<file path="config.mk">
export PLATFORM = sky130hd
export DESIGN_NAME = palette_lut
export DESIGN_NICKNAME = d
export VERILOG_FILES = /design/src/rtl/palette_pkg.sv /design/src/rtl/palette_ram.sv /design/src/rtl/palette_lut.sv
export SDC_FILE = /design/constraint.sdc
export NUM_CORES = 1
export LEC_CHECK = 0
export BUFFER_PORTS_ARGS = -buffer_cell sky130_fd_sc_hd__buf_4
export CORE_MARGIN = 10
export CORE_UTILIZATION = 40
export DETAILED_ROUTE_END_ITERATION = 6
export GPL_TIMING_DRIVEN = 1
export SLEW_MARGIN = 25
export SYNTH_ARGS = -nofsm -noshare
export SYNTH_HDL_FRONTEND = slang
export SYNTH_HIERARCHICAL = 1
export SYNTH_SLANG_ARGS = --single-unit
export TNS_END_PERCENT = 10
</file>
<file path="constraint.sdc">
create_clock -name i_clk -period 3 [get_ports i_clk]
set_clock_uncertainty 0.05 [all_clocks]
set_input_delay 0.3 -clock i_clk [delete_from_list [all_inputs] [get_ports i_clk]]
set_output_delay 0.3 -clock i_clk [all_outputs]
set_load 0.05 [all_outputs]
</file>
<file path="src/rtl/palette_pkg.sv">
// palette_pkg: shared definitions for the palette lookup table.
//   R_W_DEF/G_W_DEF/B_W_DEF : default RGB565 channel widths
//   state_t                 : sequencer states (table load, normal run)
//   gray_level()            : value of entry k of an n-entry linear gray ramp
//                             for a w-bit channel, floor(k*(2**w-1)/(n-1))
package palette_pkg;

    localparam int R_W_DEF = 5;
    localparam int G_W_DEF = 6;
    localparam int B_W_DEF = 5;

    typedef enum logic {
        ST_INIT = 1'b0,
        ST_RUN  = 1'b1
    } state_t;

    function automatic int gray_level(input int k, input int n, input int w);
        int max_v;
        int res;
        max_v = (1 << w) - 1;
        if (n < 2) begin
            res = 0;
        end else begin
            res = (k * max_v) / (n - 1);
        end
        return res;
    endfunction

endpackage

</file>
<file path="src/rtl/palette_ram.sv">
// palette_ram: N-deep register-array colour table.
//   i_clk      : clock, rising edge
//   i_wr_en    : write strobe
//   i_wr_addr  : entry to write
//   i_wr_data  : packed {red,green,blue} entry
//   i_rd_en    : read strobe; o_rd_data holds when low
//   i_rd_addr  : entry to read
//   o_rd_data  : registered read data, write-first on address collision
module palette_ram #(
    parameter int IDX_W = 2,
    parameter int D_W   = 16
) (
    input  logic             i_clk,
    input  logic             i_wr_en,
    input  logic [IDX_W-1:0] i_wr_addr,
    input  logic [D_W-1:0]   i_wr_data,
    input  logic             i_rd_en,
    input  logic [IDX_W-1:0] i_rd_addr,
    output logic [D_W-1:0]   o_rd_data
);

    localparam int N = 1 << IDX_W;

    logic [D_W-1:0] mem [N];

    // The table contents need no reset: the top reloads every entry after reset.
    always_ff @(posedge i_clk) begin
        if (i_wr_en) begin
            mem[i_wr_addr] <= i_wr_data;
        end
        if (i_rd_en) begin
            // Bypass so a same-edge write to the read address returns new data.
            if (i_wr_en && (i_wr_addr == i_rd_addr)) begin
                o_rd_data <= i_wr_data;
            end else begin
                o_rd_data <= mem[i_rd_addr];
            end
        end
    end

endmodule

</file>
<file path="src/rtl/palette_lut.sv">
// palette_lut: programmable colour lookup table, pixel index -> RGB colour.
// After reset the table loads a linear gray ramp (one entry per cycle) while
// o_busy is high; afterwards entries can be rewritten at run time.
// Pixel path: index sampled at edge T, table read into stage 1, colour
// registered at edge T+1.
//   i_clk, i_rst              : clock, asynchronous active-high reset
//   i_wr_en/i_wr_addr/i_wr_data : table write port ({red,green,blue})
//   i_pix_valid/i_color       : pixel index input
//   i_dim                     : (PALETTE_DIM_EN only) halve this pixel's channels
//   o_busy                    : high while the default table is loading
//   o_pix_valid/o_red/o_green/o_blue : colour output, held while not valid
// Optional build macro: PALETTE_DIM_EN adds the i_dim input.
//
// state   | meaning
// --------+-----------------------------------------------------------
// ST_INIT | writing gray ramp entry init_cnt; writes and pixels ignored
// ST_RUN  | normal operation; only reset leaves this state
module palette_lut
    import palette_pkg::*;
#(
    parameter int IDX_W = 2,
    parameter int R_W   = R_W_DEF,
    parameter int G_W   = G_W_DEF,
    parameter int B_W   = B_W_DEF
) (
    input  logic                   i_clk,
    input  logic                   i_rst,
    input  logic                   i_wr_en,
    input  logic [IDX_W-1:0]       i_wr_addr,
    input  logic [R_W+G_W+B_W-1:0] i_wr_data,
    input  logic                   i_pix_valid,
    input  logic [IDX_W-1:0]       i_color,
`ifdef PALETTE_DIM_EN
    input  logic                   i_dim,
`endif
    output logic                   o_busy,
    output logic                   o_pix_valid,
    output logic [R_W-1:0]         o_red,
    output logic [G_W-1:0]         o_green,
    output logic [B_W-1:0]         o_blue
);

    localparam int N   = 1 << IDX_W;
    localparam int D_W = R_W + G_W + B_W;
    localparam logic [IDX_W-1:0] LAST_IDX = IDX_W'(N - 1);

    state_t           state;
    logic [IDX_W-1:0] init_cnt;
    logic             pv1;
    logic [D_W-1:0]   ramp_word;
    logic             ram_we;
    logic [IDX_W-1:0] ram_waddr;
    logic [D_W-1:0]   ram_wdata;
    logic             pix_accept;
    logic [D_W-1:0]   rd_data;
    logic [R_W-1:0]   col_r;
    logic [G_W-1:0]   col_g;
    logic [B_W-1:0]   col_b;

    // Ramp values are constants per index, so this folds to a small mux.
    always_comb begin
        ramp_word = '0;
        for (int k = 0; k < N; k++) begin
            if (init_cnt == IDX_W'(k)) begin
                ramp_word = {R_W'(gray_level(k, N, R_W)),
                             G_W'(gray_level(k, N, G_W)),
                             B_W'(gray_level(k, N, B_W))};
            end
        end
    end

    // The loader owns the write port during INIT; user writes are dropped.
    assign ram_we     = (state == ST_INIT) ? 1'b1      : i_wr_en;
    assign ram_waddr  = (state == ST_INIT) ? init_cnt  : i_wr_addr;
    assign ram_wdata  = (state == ST_INIT) ? ramp_word : i_wr_data;
    assign pix_accept = (state == ST_RUN) && i_pix_valid;

    palette_ram #(
        .IDX_W (IDX_W),
        .D_W   (D_W)
    ) u_ram (
        .i_clk     (i_clk),
        .i_wr_en   (ram_we),
        .i_wr_addr (ram_waddr),
        .i_wr_data (ram_wdata),
        .i_rd_en   (pix_accept),
        .i_rd_addr (i_color),
        .o_rd_data (rd_data)
    );

`ifdef PALETTE_DIM_EN
    logic dim1;

    always_ff @(posedge i_clk or posedge i_rst) begin
        if (i_rst) begin
            dim1 <= 1'b0;
        end else if (pix_accept) begin
            dim1 <= i_dim;
        end
    end

    always_comb begin
        col_r = rd_data[D_W-1 -: R_W];
        col_g = rd_data[B_W +: G_W];
        col_b = rd_data[B_W-1:0];
        if (dim1) begin
            col_r = col_r >> 1;
            col_g = col_g >> 1;
            col_b = col_b >> 1;
        end
    end
`else
    always_comb begin
        col_r = rd_data[D_W-1 -: R_W];
        col_g = rd_data[B_W +: G_W];
        col_b = rd_data[B_W-1:0];
    end
`endif

    always_ff @(posedge i_clk or posedge i_rst) begin
        if (i_rst) begin
            state       <= ST_INIT;
            init_cnt    <= '0;
            o_busy      <= 1'b1;
            pv1         <= 1'b0;
            o_pix_valid <= 1'b0;
            o_red       <= '0;
            o_green     <= '0;
            o_blue      <= '0;
        end else begin
            case (state)
                ST_INIT: begin
                    if (init_cnt == LAST_IDX) begin
                        state  <= ST_RUN;
                        o_busy <= 1'b0;
                    end else begin
                        init_cnt <= init_cnt + 1'b1;
                    end
                end
                ST_RUN: begin
                    state <= ST_RUN;
                end
                default: begin
                    state <= ST_INIT;
                end
            endcase

            pv1         <= pix_accept;
            o_pix_valid <= pv1;
            if (pv1) begin
                o_red   <= col_r;
                o_green <= col_g;
                o_blue  <= col_b;
            end
        end
    end

endmodule

</file>
# [After elaboration in Yosys (flattened, before gate mapping)]
# Memories as Yosys holds them, arrays and structs flattened. A register that Yosys moved wholly into a read port is not among the register bits.
# Cells that the tools add are included.
# Widths: inputs -> output; s select.
[classes] muxes=10 reduce_logical=3 addsub=1 magnitude_cmp=0 eq_ne=3 n_bitwise=2 div=0 n_mul=0 n_shift=0
[ops] op="$mux 16" n=3
[ops] op="$mux 15" n=1
[ops] op="$eq 2x2->1 const B" n=2
[ops] op="$mux 1" n=4
[ops] op="$reduce_and 2->1" n=2
[ops] op="$add 2x1->2 const B" n=1
[ops] op="$eq 2x1->1 const B" n=1
[ops] op="$mux 2" n=1
[ops] op="$not 1->1" n=2
[ops] op="$pmux 1 s2" n=1
[ops] op="$logic_and 1x1->1" n=1
[word_totals] ff_bits=22 mem_bits_ro=0 mem_count=1 latch_bits=0 ram_bits=64 elab_cells=28
[memory_table] name="u_ram.mem" words=4 word_bits=16 rd=1 rd_clocked_by_memory_dff=1 wr=1 line="palette_ram.sv:24" rtl="logic [D_W-1:0] mem [N];"

# [Logic depth before layout (Yosys ltp)]
# Gate-level depths: netlist (run 1).
[logic_depth] word_depth=5 mapped_depth=8

# [Modules after synthesis]
# The synthesis (run 1) kept the hierarchy.
[modules_own_cells] module="palette_ram" seq_area_each_um2=2402.3 cells_per_inst=125 instances=1 area_each_um2=3113.0
[modules_own_cells] module="palette_lut" seq_area_each_um2=551.8 cells_per_inst=93 instances=1 area_each_um2=1082.3

# [Worst setup path before layout (run 1)]
# Ideal clock, no wire load.
[synth_timing] path_kind="register to register" start="register state" end="memory u_ram.mem[0][0], enable pin" stages_incl_launch_ff=6 t_arrival_ns=2.072 path_buffers=2 path_slack_ns=0.465 period_less_slack_ns=2.535 path_cell_list="dfrtp_1 -> buf_6 -> buf_2 -> nand2_1 -> nand2_1 -> nor3b_1"
[synth_rtl] element="from (decl)" line="palette_lut.sv:47" rtl="state_t state;"
[synth_rtl] element="from (signal assigned)" line="palette_lut.sv:122" rtl="state <= ST_INIT;"
[synth_rtl] element="from (signal assigned)" line="palette_lut.sv:134" rtl="state <= ST_RUN;"
[synth_rtl] element="from (signal assigned)" line="palette_lut.sv:141" rtl="state <= ST_RUN;"
[synth_rtl] element="$mux 2" line="palette_lut.sv:74" rtl="assign ram_waddr = (state == ST_INIT) ? init_cnt : i_wr_addr;"
[synth_rtl] element="named net ram_waddr[0]" line="palette_lut.sv:52" rtl="logic [IDX_W-1:0] ram_waddr;"
[synth_rtl] element="to (decl)" line="palette_ram.sv:24"
# The timed path passes the listed nets, and every way through them passes these cells.

# [Final worst setup path (run 1)]
[layout_timing] start="register state" end="register u_ram.o_rd_data[14], read port of u_ram.mem (data pin)"
[layout_via] elab_chain_cells=1
[layout_rtl] element="$logic_and 1x1->1" line="palette_lut.sv:76" rtl="assign pix_accept = (state == ST_RUN) && i_pix_valid;"
[layout_rtl] element="to (decl)" line="palette_ram.sv:19" rtl="output logic [D_W-1:0] o_rd_data"
# Every way passes these cells.
# A chain may end at the register's enable or synchronous reset.

==> impl_results.md, run 1 <==
* Outcome: complete, no violations
* Drt drc at 0
* LEAKAGE at 1.891 nW
* Worst path slowest cell: nand3_2
* YS warnings at 6
* CP Launch Type: flip-flop
* Clk buf depth at 2
* Worst-path fanout max at 23
* Crit Path Category: reg -> reg
* HPWL Detailed at 5.053 mm
* Crit path cell chain: buf_4, nand2_1, nand2_1, xnor2_1, nand3_2, mux2_4
* Routed len/inst at 18.84 um
* Starting Density at 0.4082
* Die Area at 0.01498 mm^2
* Commonest cells after routing, fill and taps aside: 80 x edfxtp_1, 48 x buf_4, 21 x nand2_1, 21 x dfrtp_1, 20 x mux2_4
* CP endpoint kind: flip-flop
* Final Setup Violations at 0
* CTS tree: built
* Most numerous cell on the critical path: nand2_1
* Logic pwr share at 0.124
* Pwr dens at 585.5 mW/mm^2
* Chip width at 122.4 um
* Worst path max stage delay at 0.52 ns
* Antenna Cells at 0
* Max cap viols at 0
* Iteration-0 DRC Markers at 154
* CTS root buf: clkbuf_8
* CP required at 3.05 ns
* H-tree depth at 3
* Final hold vios at 0
* Gr usage total at 0.1066
* Register bit total from synthesis at 102
* P_sw at 0.0006777 W
* Worst-margin pin slew at 0.8443 ns
* HP Class: in -> reg
* Total core area at 0.01028 mm^2
* Pin count of the biggest net entering global routing at 24
* Num rows at 37
* Main synth FF type: edfxtp_1
* Fin. max-slew vios at 0
* Power consumption at 0.002841 W
* Congestion Overflow GR at 0
* Initial antenna violation count at 0
* Fraction of the cycle the final worst path needs at 0.7791
* Setup total negative slack at 0 ns
* Routed vias at 2004
* RSZ-0062 raised after global routing: no
* Max rail drop VDD at 0.1964 mV
* Routability-driven placement congestion ratio at 0.7363
* Sinks on Clock Net at 102
* Async set-reset flop share out of synthesis at 0.2157
* Routed Antenna Nets at 0
* Vias per cell at 4.900
* Worst EP arrival at 2.39 ns
* Net Count, Synth at 244
* First-pass DRT Iterations at 4
* Sequential area share after synthesis at 0.7041
* Layout cells sized above 1 at 0.4103
* Sequential fraction of design power at 0.573
* Post-layout util at 0.4721
* Die Ht at 122.4 um
* IO buf count at 41
* Slew headroom at 0.4337
* CTS resizes at 0
* Mapped Cells at 218
* I/O Pins at 42
* TritonCTS Buffers at 9
* Area grow syn2layout at 15.66%
* EDFF count, synth at 80
* Clock network power share at 0.302
* Max Freq at 427.8 MHz
* Worst skew pair latency at 0.36 ns
* Int Pwr at 0.002163 W
* Commonest non-fill, non-tap cell in the layout: edfxtp_1
* Mapped Avg Cell Area at 19.24 um^2
* Clock transition at the registers of the reported paths at 0.10 ns
* Mapped Area at 0.004195 mm^2
* Synth cell types at 26
* Period minus WS final at 2.337 ns
* Vias in the first global route at 2094
* Routed wire length at 7.705 mm
* Fill cells at 908
* First-pass GRT wire length at 12.05 mm
* Final Net Count at 294
* Net Sw Frac at 0.2386
## flip-flops by register name, indices dropped and copies added (netlist names)
register / flops
o_busy: 1
o_red: 5
o_pix_valid: 1
u_ram/o_rd_data: 16
pv1: 1
init_cnt: 2
state: 1
o_green: 6
o_blue: 5
u_ram/mem: 64
## final cells by class
| type | instances | area (um^2) | area share |
|---|---|---|---|
| clock buffer | 11 | 141.4 | 0.02914 |
| multi-input combinational | 96 | 1102 | 0.2272 |
| inverter | 9 | 33.78 | 0.006962 |
| clock inverter | 5 | 60.06 | 0.01238 |
| timing repair buffer | 50 | 390.4 | 0.08045 |
| tap | 136 | 170.2 | 0.03507 |
| sequential | 102 | 2954 | 0.6088 |
## synth_stat cells (2+ instances only)
| cell type | number | area (um^2) |
|---|---|---|
| edfxtp_1 | 80 | 2402 |
| dfrtp_1 | 21 | 525.5 |
| nand2_1 | 21 | 78.83 |
| mux2_4 | 20 | 300.3 |
| mux2_2 | 13 | 146.4 |
| mux4_2 | 10 | 225.2 |
| inv_1 | 9 | 33.78 |
| a21oi_1 | 7 | 35.03 |
| mux4_1 | 6 | 157.7 |
| buf_2 | 5 | 25.02 |
| buf_6 | 4 | 45.04 |
| nand2b_1 | 3 | 18.77 |
| xnor2_1 | 3 | 26.28 |
| and2_1 | 2 | 12.51 |
| buf_12 | 2 | 40.04 |
| ha_1 | 2 | 25.02 |
## power by group through the flow
stage	clock network, W	logic, W	registers (W)
final	0.000859	0.000353	0.00163
after global routing	0.000951	0.000375	0.00164
after CTS	0.000888	0.000359	0.00163
after detailed placement	0	0.000359	0.00166
after global placement	0	0.000356	0.00166
after floorplan	0	0.000161	0.00175
## what timing repair did
item | 4_1_cts | 5_1_grt
hold endpoints to repair | 0 | 4
buffers inserted | 0 | 0
hold buffers | 0 | 1
## path summary, 6_finish.rpt
kind	start	to	slack [ns]	cells past startpoint
max in group asynchronous	i_rst	o_red[3]	1.99	3
hold / removal	i_wr_data[1]	u_ram/mem[2][1]	0.29	3
setup / recovery	state	u_ram/o_rd_data[14]	0.66	6
min in group asynchronous	i_rst	o_blue[2]	0.51	3
hold reg to reg	u_ram/o_rd_data[5]	o_green[0]	0.43	1
setup reg to reg	state	u_ram/o_rd_data[14]	0.66	6
## metal layers
layer,global-route usage,share of wire,vias to the layer above
li1,-,-,930
met1,0.1332,0.44,1022
met2,0.1770,0.50,43
met3,0.01928,0.041,9
met4,0.04860,0.016,0
met5,0,0,-
## kinds of logic after synthesis
kind of cell	after synthesis	share of synthesized area
flops	102	0.7041
fa+ha+maj	2	0.005964
simple gates	33	0.04086
mux	49	0.1977
compound gates	9	0.01073
xor+xnor	3	0.006264
buf+inv	20	0.03430
## worst max-delay path, delay by kind of cell, from the launching register on
kind,cells,cell delay [ns]
xor gates and xnor gates,1,0.21
buffers and inverters,1,0.22
DFF,1,0.40
muxes,1,0.49
and+or+nand+nor,3,0.72
## through the flow
step                      instance area [um^2]  instances  worst slack [ns]  hold slack, ns
after floorplan                           4195        218            0.4647          0.2385
after global placement                    4641        392            0.6915          0.4076
after detailed placement                  4641        392            0.6585          0.4151
after CTS                                 4842        408            0.6631          0.1221
after global routing                      4852        409            0.4617          0.3085
final                                     4852        409            0.6627          0.2923
Note: power is estimated with default switching activity, not from simulation.
==> run 2, diff against run 1 <==
- clock period: 3 -> 2.4 ns (I/O delays scaled with it)
==> impl_results.md, run 2 (same netlist as run 1, synthesis figures left out) <==
* Sinks on Clock Net at 102 (unchanged)
* Largest register FFs at 64 (unchanged)
* Routed vias at 1966 (was 2004)
* Routability-driven placement congestion ratio at 0.7473 (was 0.7363)
* Worst path max stage delay at 0.44 ns (was 0.52 ns)
* Sequential fraction of design power at 0.546 (was 0.573)
* # hold bufs at CTS at 0 (unchanged)
* Routed wire length at 7.376 mm (was 7.705 mm)
* Fin cells at 409 (unchanged)
* LEAKAGE at 1.909 nW (was 1.891 nW)
* Biggest regs: u_ram/mem x64, u_ram/o_rd_data x16, o_green x6 (unchanged)
* Routed len/inst at 18.03 um (was 18.84 um)
* CP Launch Type: flip-flop (unchanged)
* Chip width at 122.4 um (unchanged)
* Outcome: complete, no violations (unchanged)
* Hold_ws at 0.03646 ns (was 0.2923 ns)
* H-tree depth at 3 (unchanged)
* WP depth at 5 (was 6)
* Congestion Overflow GR at 0 (unchanged)
* Max rail drop VDD at 0.2819 mV (was 0.1964 mV)
* Num rows at 37 (unchanged)
* TritonCTS Buffers at 9 (unchanged)
* Dpl cells at 393 (was 392)
* Worst-margin pin slew at 0.9267 ns (was 0.8443 ns)
* Max Freq at 490.0 MHz (was 427.8 MHz)
* Die Ht at 122.4 um (unchanged)
* Iteration-0 DRC Markers at 124 (was 154)
* CTS tree: built (unchanged)
* Clk buf depth at 2 (unchanged)
* Int Pwr at 0.002886 W (was 0.002163 W)
* Worst path slowest cell: dfrtp_1 (was nand3_2)
* Fraction of the cycle the final worst path needs at 0.8504 (was 0.7791)
* HPWL Detailed at 4.824 mm (was 5.053 mm)
* Crit Path Category: reg -> reg (unchanged)
* Most numerous cell on the critical path: mux2_2 (was nand2_1)
* HP Class: in -> async (was in -> reg)
* CP required at 2.46 ns (was 3.05 ns)
* RSZ-0062 raised after global routing: no (unchanged)
* Reg2reg start: state (unchanged)
* P_sw at 0.0008313 W (was 0.0006777 W)
* Pin count of the biggest net entering global routing at 23 (was 24)
* Worst EP arrival at 2.10 ns (was 2.39 ns)
* Buffers and inverters on the worst path at 1 (unchanged)
* Net Sw Frac at 0.2236 (was 0.2386)
* Starting Density at 0.4082 (unchanged)
* Clock transition at the registers of the reported paths at 0.09 ns (was 0.10 ns)
* Commonest cells after routing, fill and taps aside: 80 x edfxtp_1, 50 x buf_4, 21 x nand2_1, 21 x dfrtp_1, 20 x mux2_4 (was 80 x edfxtp_1, 48 x buf_4, 21 x nand2_1, 21 x dfrtp_1, 20 x mux2_4)
* Setup total negative slack at 0 ns (unchanged)
* Largest register by flop count: u_ram/mem (unchanged)
* Layout cells sized above 1 at 0.4103 (unchanged)
* Final Net Count at 294 (unchanged)
* Worst-path fanout max at 16 (was 23)
* Reg-to-Reg End: u_ram/o_rd_data[1] (was u_ram/o_rd_data[14])
* CTS root buf: clkbuf_8 (unchanged)
* Clock network power share at 0.336 (was 0.302)
* Total core area at 0.01028 mm^2 (unchanged)
* Crit path cell chain: mux2_2, xnor2_1, nand3_2, buf_4, mux2_2 (was buf_4, nand2_1, nand2_1, xnor2_1, nand3_2, mux2_4)
* Antenna Cells at 0 (unchanged)
* Drt drc at 0 (unchanged)
* CP delay by family, top: multiplexers (was simple AND/OR/NAND/NOR gates)
* First-pass DRT Iterations at 4 (unchanged)
* I/O Pins at 42 (unchanged)
* Gr usage total at 0.1039 (was 0.1066)
* Vias in the first global route at 2114 (was 2094)
* Post-CTS Setup Bufs at 0 (unchanged)
* IO buf count at 41 (unchanged)
* Fin. max-slew vios at 0 (unchanged)
* Logic pwr share at 0.118 (was 0.124)
* CTS resizes at 0 (unchanged)
* Vias per cell at 4.807 (was 4.900)
* Worst R2R Path Depth at 5 (was 6)
* Pwr dens at 762.6 mW/mm^2 (was 585.5 mW/mm^2)
* Routed Antenna Nets at 0 (unchanged)
* Initial antenna violation count at 0 (unchanged)
* Area grow syn2layout at 16.19% (was 15.66%)
* Period minus WS final at 2.041 ns (was 2.337 ns)
* Final Setup Violations at 0 (unchanged)
* Worst skew pair latency at 0.35 ns (was 0.36 ns)
* Die Area at 0.01498 mm^2 (unchanged)
* R2R Setup Slk at 0.36 ns (was 0.66 ns)
* Max cap viols at 0 (unchanged)
* First-pass GRT wire length at 11.67 mm (was 12.05 mm)
* Final hold vios at 0 (unchanged)
* CP endpoint kind: flip-flop (unchanged)
* Slew headroom at 0.3815 (was 0.4337)
* Commonest non-fill, non-tap cell in the layout: edfxtp_1 (unchanged)
## run 2: area by class of cell
cell class	instances	area [um^2]
multi-input combinational	96	1102
inverter	9	33.78
clock inverter	5	107.6
fill	888	5403
timing repair buffer	50	375.4
sequential	102	2954
clock buffer	11	131.4
tap	136	170.2
## run 2: worst max-delay path by stage
stage,from,to,slack [ns]
2_1_floorplan,state,u_ram/mem[1][0],0.31
3_3_place_gp,state,u_ram/o_rd_data[1],0.40
3_5_place_dp,state,u_ram/o_rd_data[3],0.36
4_1_cts,state,u_ram/o_rd_data[3],0.34
5_1_grt,state,u_ram/o_rd_data[1],0.25
6_report,state,u_ram/o_rd_data[1],0.36
## run 2: metrics by stage
| stage | total power (W) | util | cell area (um^2) | setup WS, ns |
|---|---|---|---|---|
| after floorplan | 0.002384 | - | 4200 | 0.3114 |
| after global placement | 0.002511 | 0.4511 | 4636 | 0.3977 |
| after detailed placement | 0.002519 | 0.4511 | 4636 | 0.3581 |
| after CTS | 0.003765 | 0.4743 | 4875 | 0.3444 |
| after global routing | 0.003874 | 0.4743 | 4875 | 0.2520 |
| final | 0.003717 | 0.4743 | 4875 | 0.3591 |
## run 2: worst reg2reg max path: cells and delay by family (launching register included)
| kind | cells | cell delay [ns] |
|---|---|---|
| simple gates | 1 | 0.08 |
| buf+inv | 1 | 0.30 |
| flops | 1 | 0.44 |
| xor+xnor | 1 | 0.15 |
| mux | 2 | 0.79 |
## run 2: power by group through the flow
stage	Combinational, W	Sequential [W]	Clock [W]
3_5_place_dp	0.000447	0.00207	0
2_1_floorplan	0.000202	0.00218	0
3_3_place_gp	0.000442	0.00207	0
4_1_cts	0.000448	0.00203	0.00128
5_1_grt	0.000471	0.00204	0.00136
6_report	0.000439	0.00203	0.00125
## run 2: metal layers
metal  share of wire  track usage  up-vias
met5               0            0        -
met4           0.016      0.04418        0
met3           0.046      0.02709        7
met2            0.49       0.1652       35
met1            0.45       0.1321      993
li1                -            -      931
